[src/rtl/time_set_controller.sv]
// Front-panel time-setting controller: steps through hour/minute/second edit fields.
// Optional auto-repeat on held inc/dec is enabled by defining TIME_SET_AUTO_REPEAT_EN.
module time_set_controller #(
   parameter int unsigned TIMEOUT_CYCLES = 1000000,
   parameter int unsigned REPEAT_DELAY   = 500000,
   parameter int unsigned REPEAT_PERIOD  = 100000
) (
   input  logic       clk,
   input  logic       rst_n,
   input  logic       btn_mode,
   input  logic       btn_inc,
   input  logic       btn_dec,
   input  logic [4:0] cur_hour,
   input  logic [5:0] cur_minute,
   input  logic [5:0] cur_second,
   output logic       set_time_en,
   output logic [4:0] set_time_hour,
   output logic [5:0] set_time_minute,
   output logic [5:0] set_time_second,
   output logic [1:0] edit_field
);

   localparam int unsigned TmoW = $clog2(TIMEOUT_CYCLES);
   localparam logic [TmoW-1:0] TmoLast = TmoW'(TIMEOUT_CYCLES - 1);

   // Encoding doubles as the edit_field value.
   typedef enum logic [1:0] {
      StIdle      = 2'd0,
      StSetHour   = 2'd1,
      StSetMinute = 2'd2,
      StSetSecond = 2'd3
   } state_e;

   state_e          state_q, state_d;
   logic [TmoW-1:0] tmo_q, tmo_d;
   logic            mode_hist_q, inc_hist_q, dec_hist_q;
   logic [4:0]      hour_q, hour_d;
   logic [5:0]      minute_q, minute_d;
   logic [5:0]      second_q, second_d;
   logic            en_q, en_d;
   logic [1:0]      field_q, field_d;

   logic mode_edge, inc_edge, dec_edge, any_edge, in_set;
   logic edge_up, edge_dn, step_up, step_dn;
   logic rpt_fire, rpt_step_up, rpt_step_dn;

   function automatic logic [5:0] wrap_inc(input logic [5:0] v, input logic [5:0] top);
      return (v >= top) ? 6'd0 : v + 6'd1;
   endfunction

   function automatic logic [5:0] wrap_dec(input logic [5:0] v, input logic [5:0] top);
      return ((v == 6'd0) || (v > top)) ? top : v - 6'd1;
   endfunction

   always_comb begin
      mode_edge = btn_mode & ~mode_hist_q;
      inc_edge  = btn_inc & ~inc_hist_q;
      dec_edge  = btn_dec & ~dec_hist_q;
      any_edge  = mode_edge | inc_edge | dec_edge;
      in_set    = (state_q != StIdle);
      // Simultaneous inc/dec cancel; mode has priority over both.
      edge_up   = in_set & inc_edge & ~dec_edge & ~mode_edge;
      edge_dn   = in_set & dec_edge & ~inc_edge & ~mode_edge;
   end

`ifdef TIME_SET_AUTO_REPEAT_EN
   logic        rpt_active_q, rpt_active_d;
   logic        rpt_up_q, rpt_up_d;
   logic        rpt_period_q, rpt_period_d;
   logic [31:0] rpt_cnt_q, rpt_cnt_d;
   logic [31:0] rpt_target;
   logic        rpt_held;

   always_comb begin
      rpt_held    = rpt_up_q ? (btn_inc & ~btn_dec) : (btn_dec & ~btn_inc);
      rpt_target  = rpt_period_q ? 32'(REPEAT_PERIOD - 1) : 32'(REPEAT_DELAY - 1);
      rpt_fire    = rpt_active_q & rpt_held & in_set & ~mode_edge & (rpt_cnt_q == rpt_target);
      rpt_step_up = rpt_fire & rpt_up_q;
      rpt_step_dn = rpt_fire & ~rpt_up_q;
   end

   always_comb begin
      rpt_active_d = rpt_active_q;
      rpt_up_d     = rpt_up_q;
      rpt_period_d = rpt_period_q;
      rpt_cnt_d    = rpt_cnt_q;
      if (edge_up || edge_dn) begin
         rpt_active_d = 1'b1;
         rpt_up_d     = edge_up;
         rpt_period_d = 1'b0;
         rpt_cnt_d    = '0;
      end else if (!rpt_active_q || !rpt_held || mode_edge || (state_d != state_q)) begin
         rpt_active_d = 1'b0;
         rpt_period_d = 1'b0;
         rpt_cnt_d    = '0;
      end else if (rpt_fire) begin
         rpt_period_d = 1'b1;
         rpt_cnt_d    = '0;
      end else begin
         rpt_cnt_d = rpt_cnt_q + 32'd1;
      end
   end

   always_ff @(posedge clk or negedge rst_n) begin
      if (!rst_n) begin
         rpt_active_q <= 1'b0;
         rpt_up_q     <= 1'b0;
         rpt_period_q <= 1'b0;
         rpt_cnt_q    <= '0;
      end else begin
         rpt_active_q <= rpt_active_d;
         rpt_up_q     <= rpt_up_d;
         rpt_period_q <= rpt_period_d;
         rpt_cnt_q    <= rpt_cnt_d;
      end
   end
`else
   logic unused_rpt_params;
   assign unused_rpt_params = ^{REPEAT_DELAY, REPEAT_PERIOD};

   always_comb begin
      rpt_fire    = 1'b0;
      rpt_step_up = 1'b0;
      rpt_step_dn = 1'b0;
   end
`endif

   always_comb begin
      state_d  = state_q;
      tmo_d    = tmo_q;
      hour_d   = hour_q;
      minute_d = minute_q;
      second_d = second_q;
      step_up  = edge_up | rpt_step_up;
      step_dn  = edge_dn | rpt_step_dn;

      unique case (state_q)
         StIdle: begin
            tmo_d = '0;
            if (mode_edge) begin
               state_d  = StSetHour;
               hour_d   = (cur_hour > 5'd23) ? 5'd0 : cur_hour;
               minute_d = (cur_minute > 6'd59) ? 6'd0 : cur_minute;
               second_d = (cur_second > 6'd59) ? 6'd0 : cur_second;
            end
         end
         StSetHour:   if (mode_edge) state_d = StSetMinute;
         StSetMinute: if (mode_edge) state_d = StSetSecond;
         StSetSecond: if (mode_edge) state_d = StIdle;
      endcase

      // Any button activity (or a repeat step) keeps the edit alive.
      if (in_set) begin
         if (any_edge || rpt_fire) begin
            tmo_d = '0;
         end else if (tmo_q == TmoLast) begin
            state_d = StIdle;
            tmo_d   = '0;
         end else begin
            tmo_d = tmo_q + TmoW'(1);
         end
      end

      if (step_up) begin
         unique case (state_q)
            StSetHour:   hour_d   = 5'(wrap_inc({1'b0, hour_q}, 6'd23));
            StSetMinute: minute_d = wrap_inc(minute_q, 6'd59);
            StSetSecond: second_d = wrap_inc(second_q, 6'd59);
            StIdle:      ;
         endcase
      end else if (step_dn) begin
         unique case (state_q)
            StSetHour:   hour_d   = 5'(wrap_dec({1'b0, hour_q}, 6'd23));
            StSetMinute: minute_d = wrap_dec(minute_q, 6'd59);
            StSetSecond: second_d = wrap_dec(second_q, 6'd59);
            StIdle:      ;
         endcase
      end

      en_d    = (state_d != StIdle);
      field_d = state_d;
   end

   // History resets high so a button held through reset does not register as a press.
   always_ff @(posedge clk or negedge rst_n) begin
      if (!rst_n) begin
         state_q     <= StIdle;
         tmo_q       <= '0;
         mode_hist_q <= 1'b1;
         inc_hist_q  <= 1'b1;
         dec_hist_q  <= 1'b1;
         hour_q      <= '0;
         minute_q    <= '0;
         second_q    <= '0;
         en_q        <= 1'b0;
         field_q     <= '0;
      end else begin
         state_q     <= state_d;
         tmo_q       <= tmo_d;
         mode_hist_q <= btn_mode;
         inc_hist_q  <= btn_inc;
         dec_hist_q  <= btn_dec;
         hour_q      <= hour_d;
         minute_q    <= minute_d;
         second_q    <= second_d;
         en_q        <= en_d;
         field_q     <= field_d;
      end
   end

   assign set_time_en     = en_q;
   assign set_time_hour   = hour_q;
   assign set_time_minute = minute_q;
   assign set_time_second = second_q;
   assign edit_field      = field_q;

endmodule

[config.mk]
export PLATFORM = sky130hd
export DESIGN_NAME = time_set_controller
export DESIGN_NICKNAME = d
export VERILOG_FILES = /design/src/rtl/time_set_controller.sv
export SDC_FILE = /design/constraint.sdc
export NUM_CORES = 1
export LEC_CHECK = 0
export ABC_CLOCK_PERIOD_IN_PS = 5800
export CAP_MARGIN = 10
export CORE_UTILIZATION = 50
export CTS_CLUSTER_SIZE = 40
export DETAILED_ROUTE_END_ITERATION = 6
export GPL_ROUTABILITY_DRIVEN = 0
export GPL_TIMING_DRIVEN = 0
export PLACE_DENSITY = 0.74
export SYNTH_ARGS = -nofsm -noshare
export SYNTH_HDL_FRONTEND = slang
export SYNTH_SLANG_ARGS = --single-unit
[constraint.sdc]
create_clock -name clk -period 5.8 [get_ports clk]
set_input_delay 1.16 -clock clk [delete_from_list [all_inputs] [get_ports clk]]
set_output_delay 1.16 -clock clk [all_outputs]
set_load 0.005 [all_outputs]
======== Word level (Yosys, flattened, before mapping) ========
Index checks and enable logic that the tools add are counted.
cells by class
  $add $sub $neg .......................... 7
  order comparisons ....................... 9
  eq/ne operators ......................... 4
  muxes and demuxes ....................... 39
  bitwise logic cells ..................... 17
  reductions and logical operators ........ 10
operators by type and width
  kind                                                                number
  6-bit two-way mux                                                   18
  20-bit two-way mux                                                  4
  5-bit two-way mux                                                   9
  6-bit > comparator, second input constant                           4
  20-bit by 1-bit adder with 20-bit output, second input constant     1
  20-bit == test, second input constant                               1
  2-bit two-way mux                                                   7
  6-bit by 1-bit adder with 6-bit output, second input constant       2
  6-bit >= comparator, second input constant                          2
  6-bit zero test                                                     2
  6-bit by 1-bit subtractor with 6-bit output, second input constant  2
  5-bit > comparator, second input constant                           2
  1-bit bitwise AND                                                   9
  2-bit case mux with 4 select lines                                  1
  1-bit inverter                                                      6
  2-bit nonzero test                                                  3
  5-bit by 1-bit adder with 5-bit output, second input constant       1
  5-bit >= comparator, second input constant                          1
  5-bit zero test                                                     1
  5-bit by 1-bit subtractor with 5-bit output, second input constant  1
  2-bit == test, second input constant                                2
  1-bit logical OR                                                    3
  2-bit by 1-bit == test with 1-bit output, second input constant     1
  2-bit zero test                                                     1
  1-bit bitwise OR                                                    2
word-level totals
  register bits after elaboration ......... 43
  bits of input ports ..................... 22
  output and inout bits ................... 20
  logic and storage cells ................. 95

======== Longest topological paths before layout ========
Gate-level depths: netlist (run 1).
  depth after elaboration ................. 8
  gate-level depth with buffers ........... 7
  gate-level depth less buffers ........... 7

======== Worst setup path after synthesis (run 1) ========
No wires, ideal clock.
  path kind ............................... input -> register
  from .................................... input port btn_mode
  to ...................................... register hour_q[4], in the netlist set_time_hour[4]
  library setup time ...................... 0.137 ns
  data arrival time ....................... 2.495 ns
  data required time ...................... 5.663 ns
  setup slack ............................. 3.167 ns
  stages .................................. 6
  buffers on the path ..................... 1
  path through ............................ nor2b_1 buf_2 or4_4 or2_1 o31ai_1 a21oi_1
on the way
  word-level cells in the longest chain between the ends .. 6
  elaborated cells between the ends (all ways) .. 10
  those cells by class .................... 6 x mux; 4 x bitwise
ends and longest elaborated chain
  what                   RTL line  RTL
  start, declared        10        input logic btn_mode,
  1-bit bitwise AND (*)  56        mode_edge = btn_mode & ~mode_hist_q;
  5-bit two-way mux      140       if (mode_edge) begin
  5-bit two-way mux      137       unique case (state_q)
  5-bit two-way mux      172       unique case (state_q)
  5-bit two-way mux      171       end else if (step_dn) begin
  5-bit two-way mux (*)  164       if (step_up) begin
  via hour_d[4]          37        logic [4:0] hour_q, hour_d;
  end signal, assigned   203       hour_q <= hour_d;
  end, declared          37
Mark *: on every way through the listed nets, which the timed path passes. The rest lies on a longest branch.
A chain may end at the register's enable or synchronous reset.

======== Worst setup path in the final report (run 1) ========
  from .................................... input port btn_mode
  to ...................................... register minute_q[5], in the netlist set_time_minute[5]
on the way
  word-level cells in the longest chain between the ends .. 6
  elaborated cells between the ends (all ways) .. 10
  those cells by class .................... 6 x mux; 4 x bitwise
ends and longest elaborated chain
  what                   RTL line  RTL
  1-bit bitwise AND (*)  56
  6-bit two-way mux      140
  6-bit two-way mux      137
  6-bit two-way mux      172
  6-bit two-way mux      171
  6-bit two-way mux (*)  164
  via minute_d[5]        38        logic [5:0] minute_q, minute_d;
  end signal, assigned   204       minute_q <= minute_d;
  end, declared          38
Marked as above.

==> results.sh, run 1 <==
export IMPL_status="complete, no violations"
export IMPL_ant_nets=0
export IMPL_vias_in_the_first_global_route=2699
export IMPL_numPortBuffers=41
export IMPL_final_layout_size_suffix_gt1_share_pct=6.00
export IMPL_worst_clock_skew_ns=0.00637
export IMPL_postSynthRegisterBits=43
export IMPL_area_growth_syn_to_layout_pct=19.8
export IMPL_synthDistinctLibCells=52
export IMPL_arrival_ns=3.55
export IMPL_cts_made_buffers=5
export IMPL_antenna_diode_count=0
export IMPL_setup_repair_after_global_routing_missed_its_margin="no"
export IMPL_comb_power_share_pct=54.1
export IMPL_core_mm2=0.00568
export IMPL_worst_skew_pair_late_latency_ns=0.29
export IMPL_syn_instance_count=367
export IMPL_finalSetupTns_ns=0
export IMPL_fp_dieW_um=79.9
export IMPL_cts_htree_levels=2
export IMPL_wl_per_cell_um=15.2
export IMPL_worst_slew_pin_transition_ns=0.959
export IMPL_cts_setup_buffers=0
export IMPL_path_max_fanout=10
export IMPL_post_drt_via_cell_ratio=5.97
export IMPL_synth_top_flop_cell="sky130_fd_sc_hd__dfrtp_1"
export IMPL_grtUsageTotal_pct=25.0
export IMPL_cts_hold_buffers_added=0
export IMPL_num_io_pins=42
export IMPL_cp_start_kind="input pin"
export IMPL_post_synth_cell_area_avg_um2=8.26
export IMPL_grt_max_degree=24
export IMPL_cell_internal_pwr_w=0.000801
export IMPL_synth_net_count=398
export IMPL_period_minus_slack_ns=3.31
export IMPL_min_path_type="register to register"
export IMPL_die_y_um=79.9
export IMPL_fin_util_pct=64.0
export IMPL_clockPowerShare_pct=13.8
export IMPL_async_flop_share_pct=100
export IMPL_startpoint="btn_mode"
export IMPL_synth_enable_flop_cells=0
export IMPL_maxCapViolations=0
export IMPL_std_cell_rows=27
export IMPL_worst_setup_path_type="input pin to register"
export IMPL_ys_warnings_count=0
export IMPL_cts_buffer_depth=2
export IMPL_floorplan_initialDensity_pct=53.4
export IMPL_grt_overflow_total=0
export IMPL_drc=0
export IMPL_nNetsFinal=447
export IMPL_r2r_start="mode_hist_q"
export IMPL_cts_resized=0
export IMPL_seq_power_share_pct=32.2
export IMPL_power_net_switching_w=0.000580
export IMPL_worstSetupEndpointType="register"
export IMPL_worst_ir_drop_vdd_mv=0.285
export IMPL_min_delay_start="tmo_q[0]"
export IMPL_final_max_slew_violation_count=0
export IMPL_netlist_area_mm2=0.00303
export IMPL_slew_headroom_pct=35.5
export IMPL_period_share_pct=57.1
export IMPL_firstDrtPassIters=5
export IMPL_synth_seq_area_share_pct=35.6
export IMPL_detail_route_iter0_violations=146
export IMPL_max_clock_freq_mhz=302
export IMPL_die_area_mm2=0.00638
export IMPL_tritoncts="yes"
export IMPL_cts_root_buf="sky130_fd_sc_hd__clkbuf_8"
export IMPL_num_vias=2917
export IMPL_netSwitchingFraction_pct=42.0
export IMPL_detail_route_wirelength_um=7420
export IMPL_finalHoldViolations=0
export IMPL_finalSetupViolCount=0
export IMPL_antenna_found_initial=0
export IMPL_power_density_mw_per_mm2=381
export IMPL_fill_cells=522
export IMPL_cts_sinks=43
export IMPL_p_leak_nw=1.43
export IMPL_clk_pin_slew_worst_paths_ns=0.09
export IMPL_grt_pass1_wl_um=12500
export IMPL_cp_data_required_time_ns=6.04
export IMPL_place_hpwl_um=5500
==> cell usage in the layout, fill, tap and decap left out, drive strengths merged, types with 3 or more instances in the layout <==
cell and instances:
nor3 17, a21oi 22, ha 9, and3 6, clkbuf 20, or2 3, nand2 35, a31oi 9
nor2 38, nor2b 8, o311a 3, inv 12, a32oi 7, a21o 7, nand4 6, o21ai 12
clkdlybuf4s50 40, dfstp 3, xnor2 16, dfrtp 40, nand3 28, buf 8, xor2 16, nand2b 6
nor4 7, a211oi 3
==> area by class of cell <==
| class | instances | area, um^2 | area share (%) |
|---|---|---|---|
| Clock inverter | 2 | 12.5 | 0.345 |
| Timing Repair Buffer | 42 | 425 | 11.7 |
| Sequential cell | 43 | 1080 | 29.7 |
| Clock buffer | 6 | 72.6 | 2.00 |
| Inverter | 12 | 45.0 | 1.24 |
| Tap cell | 72 | 90.1 | 2.48 |
| Buffer | 20 | 82.6 | 2.27 |
| Multi-Input combinational cell | 292 | 1820 | 50.2 |
==> power groups by stage <==
stage / registers [W] / logic (W) / clock network, W
after floorplan: 0.000439 / 0.000479 / 0
after global placement: 0.000450 / 0.000728 / 0
after detailed placement: 0.000449 / 0.000740 / 0
after CTS: 0.000444 / 0.000744 / 0.000198
after global routing: 0.000457 / 0.000831 / 0.000209
final: 0.000444 / 0.000747 / 0.000190
==> critical path, stage by stage <==
cell,delay (ns)
sky130_fd_sc_hd__clkdlybuf4s50_1,0.48
sky130_fd_sc_hd__nor2b_1,0.16
sky130_fd_sc_hd__buf_2,0.17
sky130_fd_sc_hd__nor4_1,0.83
sky130_fd_sc_hd__nor2_1,0.31
sky130_fd_sc_hd__o221ai_1,0.25
sky130_fd_sc_hd__o311a_1,0.19
==> worst paths after layout <==
kind	depth (start not counted)	end	slack, ns
max in group asynchronous	2	mode_hist_q	4.42
max	7	set_time_minute[5]	2.49
min reg2reg	1	tmo_q[0]	0.52
min	1	tmo_q[0]	0.52
min in group asynchronous	1	tmo_q[12]	0.81
max reg2reg	6	set_time_minute[5]	3.39
==> cells in the mapped netlist (2+ instances only) <==
master	n	area [um^2]
sky130_fd_sc_hd__or4_4	2	22.5
sky130_fd_sc_hd__a211oi_1	2	15.0
sky130_fd_sc_hd__a21o_1	7	52.6
sky130_fd_sc_hd__o311a_1	3	30.0
sky130_fd_sc_hd__a221oi_1	2	17.5
sky130_fd_sc_hd__nor2b_1	8	50.1
sky130_fd_sc_hd__o22ai_1	2	12.5
sky130_fd_sc_hd__xor2_1	16	140
sky130_fd_sc_hd__o21ai_0	12	60.1
sky130_fd_sc_hd__or3_1	2	12.5
sky130_fd_sc_hd__ha_1	9	113
sky130_fd_sc_hd__dfrtp_1	40	1000
sky130_fd_sc_hd__clkbuf_1	14	52.6
sky130_fd_sc_hd__and3_1	6	37.5
sky130_fd_sc_hd__a21oi_1	22	110
sky130_fd_sc_hd__a31oi_1	9	56.3
sky130_fd_sc_hd__nand4_1	6	37.5
sky130_fd_sc_hd__buf_2	6	30.0
sky130_fd_sc_hd__o2111a_1	2	22.5
sky130_fd_sc_hd__o31ai_1	2	15.0
sky130_fd_sc_hd__nor4_1	7	43.8
sky130_fd_sc_hd__dfstp_2	3	78.8
sky130_fd_sc_hd__or2_2	2	12.5
sky130_fd_sc_hd__a32oi_1	7	61.3
sky130_fd_sc_hd__nand3_1	28	140
sky130_fd_sc_hd__nand2b_1	6	37.5
sky130_fd_sc_hd__inv_1	12	45.0
sky130_fd_sc_hd__nor2_1	38	143
sky130_fd_sc_hd__xnor2_1	16	140
sky130_fd_sc_hd__a22oi_1	2	15.0
sky130_fd_sc_hd__a311oi_1	2	17.5
sky130_fd_sc_hd__nand3b_1	2	15.0
sky130_fd_sc_hd__nand2_1	35	131
sky130_fd_sc_hd__nor3_1	17	85.1
==> registers in the layout (all words and copies together), names as in the netlist <==
register / count
edit_field: 2
inc_hist_q: 1
set_time_second: 6
dec_hist_q: 1
mode_hist_q: 1
tmo_q: 20
set_time_en: 1
set_time_minute: 6
set_time_hour: 5
==> kinds of logic (layout without fill, tap and decap cells) <==
family,count (synthesis),in the layout,share of synthesized area [%]
AND/OR/NAND/NOR,169,169,28.3
XOR/XNOR,32,32,9.25
flip-flops,43,43,35.6
AO/OA/AOI/OAI,82,82,18.9
buffers and inverters,32,82,4.21
adder cells (fa/ha/maj),9,9,3.72
==> stage by stage <==
| step | std cells | hold slack, ns | worst slack, ns | instance area (um^2) | total power, W |
|---|---|---|---|---|---|
| after floorplan | 367 | 0.475 | 3.17 | 3030 | 0.000918 |
| after global placement | 480 | 0.506 | 2.20 | 3530 | 0.00118 |
| after detailed placement | 481 | 0.509 | 2.23 | 3550 | 0.00119 |
| after CTS | 489 | 0.521 | 2.52 | 3630 | 0.00139 |
| after global routing | 489 | 0.545 | 2.29 | 3630 | 0.00150 |
| final | 489 | 0.521 | 2.49 | 3630 | 0.00138 |
==> metal layers <==
metal | wire [um] | up-vias | GRT usage, % | part of all wire [%]
met5 | 0 | - | 0 | 0
met4 | 47 | 0 | 8.21 | 0.63
met3 | 311 | 4 | 3.89 | 4.2
met2 | 3560 | 90 | 40.1 | 48
met1 | 3510 | 1394 | 34.3 | 47
li1 | - | 1429 | - | -
Power figures use the tool's default switching activity.
==> run 2, diff against run 1 <==
ABC_CLOCK_PERIOD_IN_PS = 3190   (was 5800)
clock period = 3.19 ns   (was 5.8 ns; I/O delays follow)
==> results of run 2 <==
Same layout as run 1 (identical final DEF). Status: complete, no violations.
Among the figures that moved: setup slack after placement 2.23 ns -> 0.144 ns; setup slack after layout 2.49 ns -> 0.401 ns; hold slack 0.521 ns -> 0.290 ns; register-to-register setup slack 3.39 ns -> 0.78 ns; total power 0.00138 W -> 0.00251 W; worst IR drop on VDD 0.285 mV -> 0.518 mV
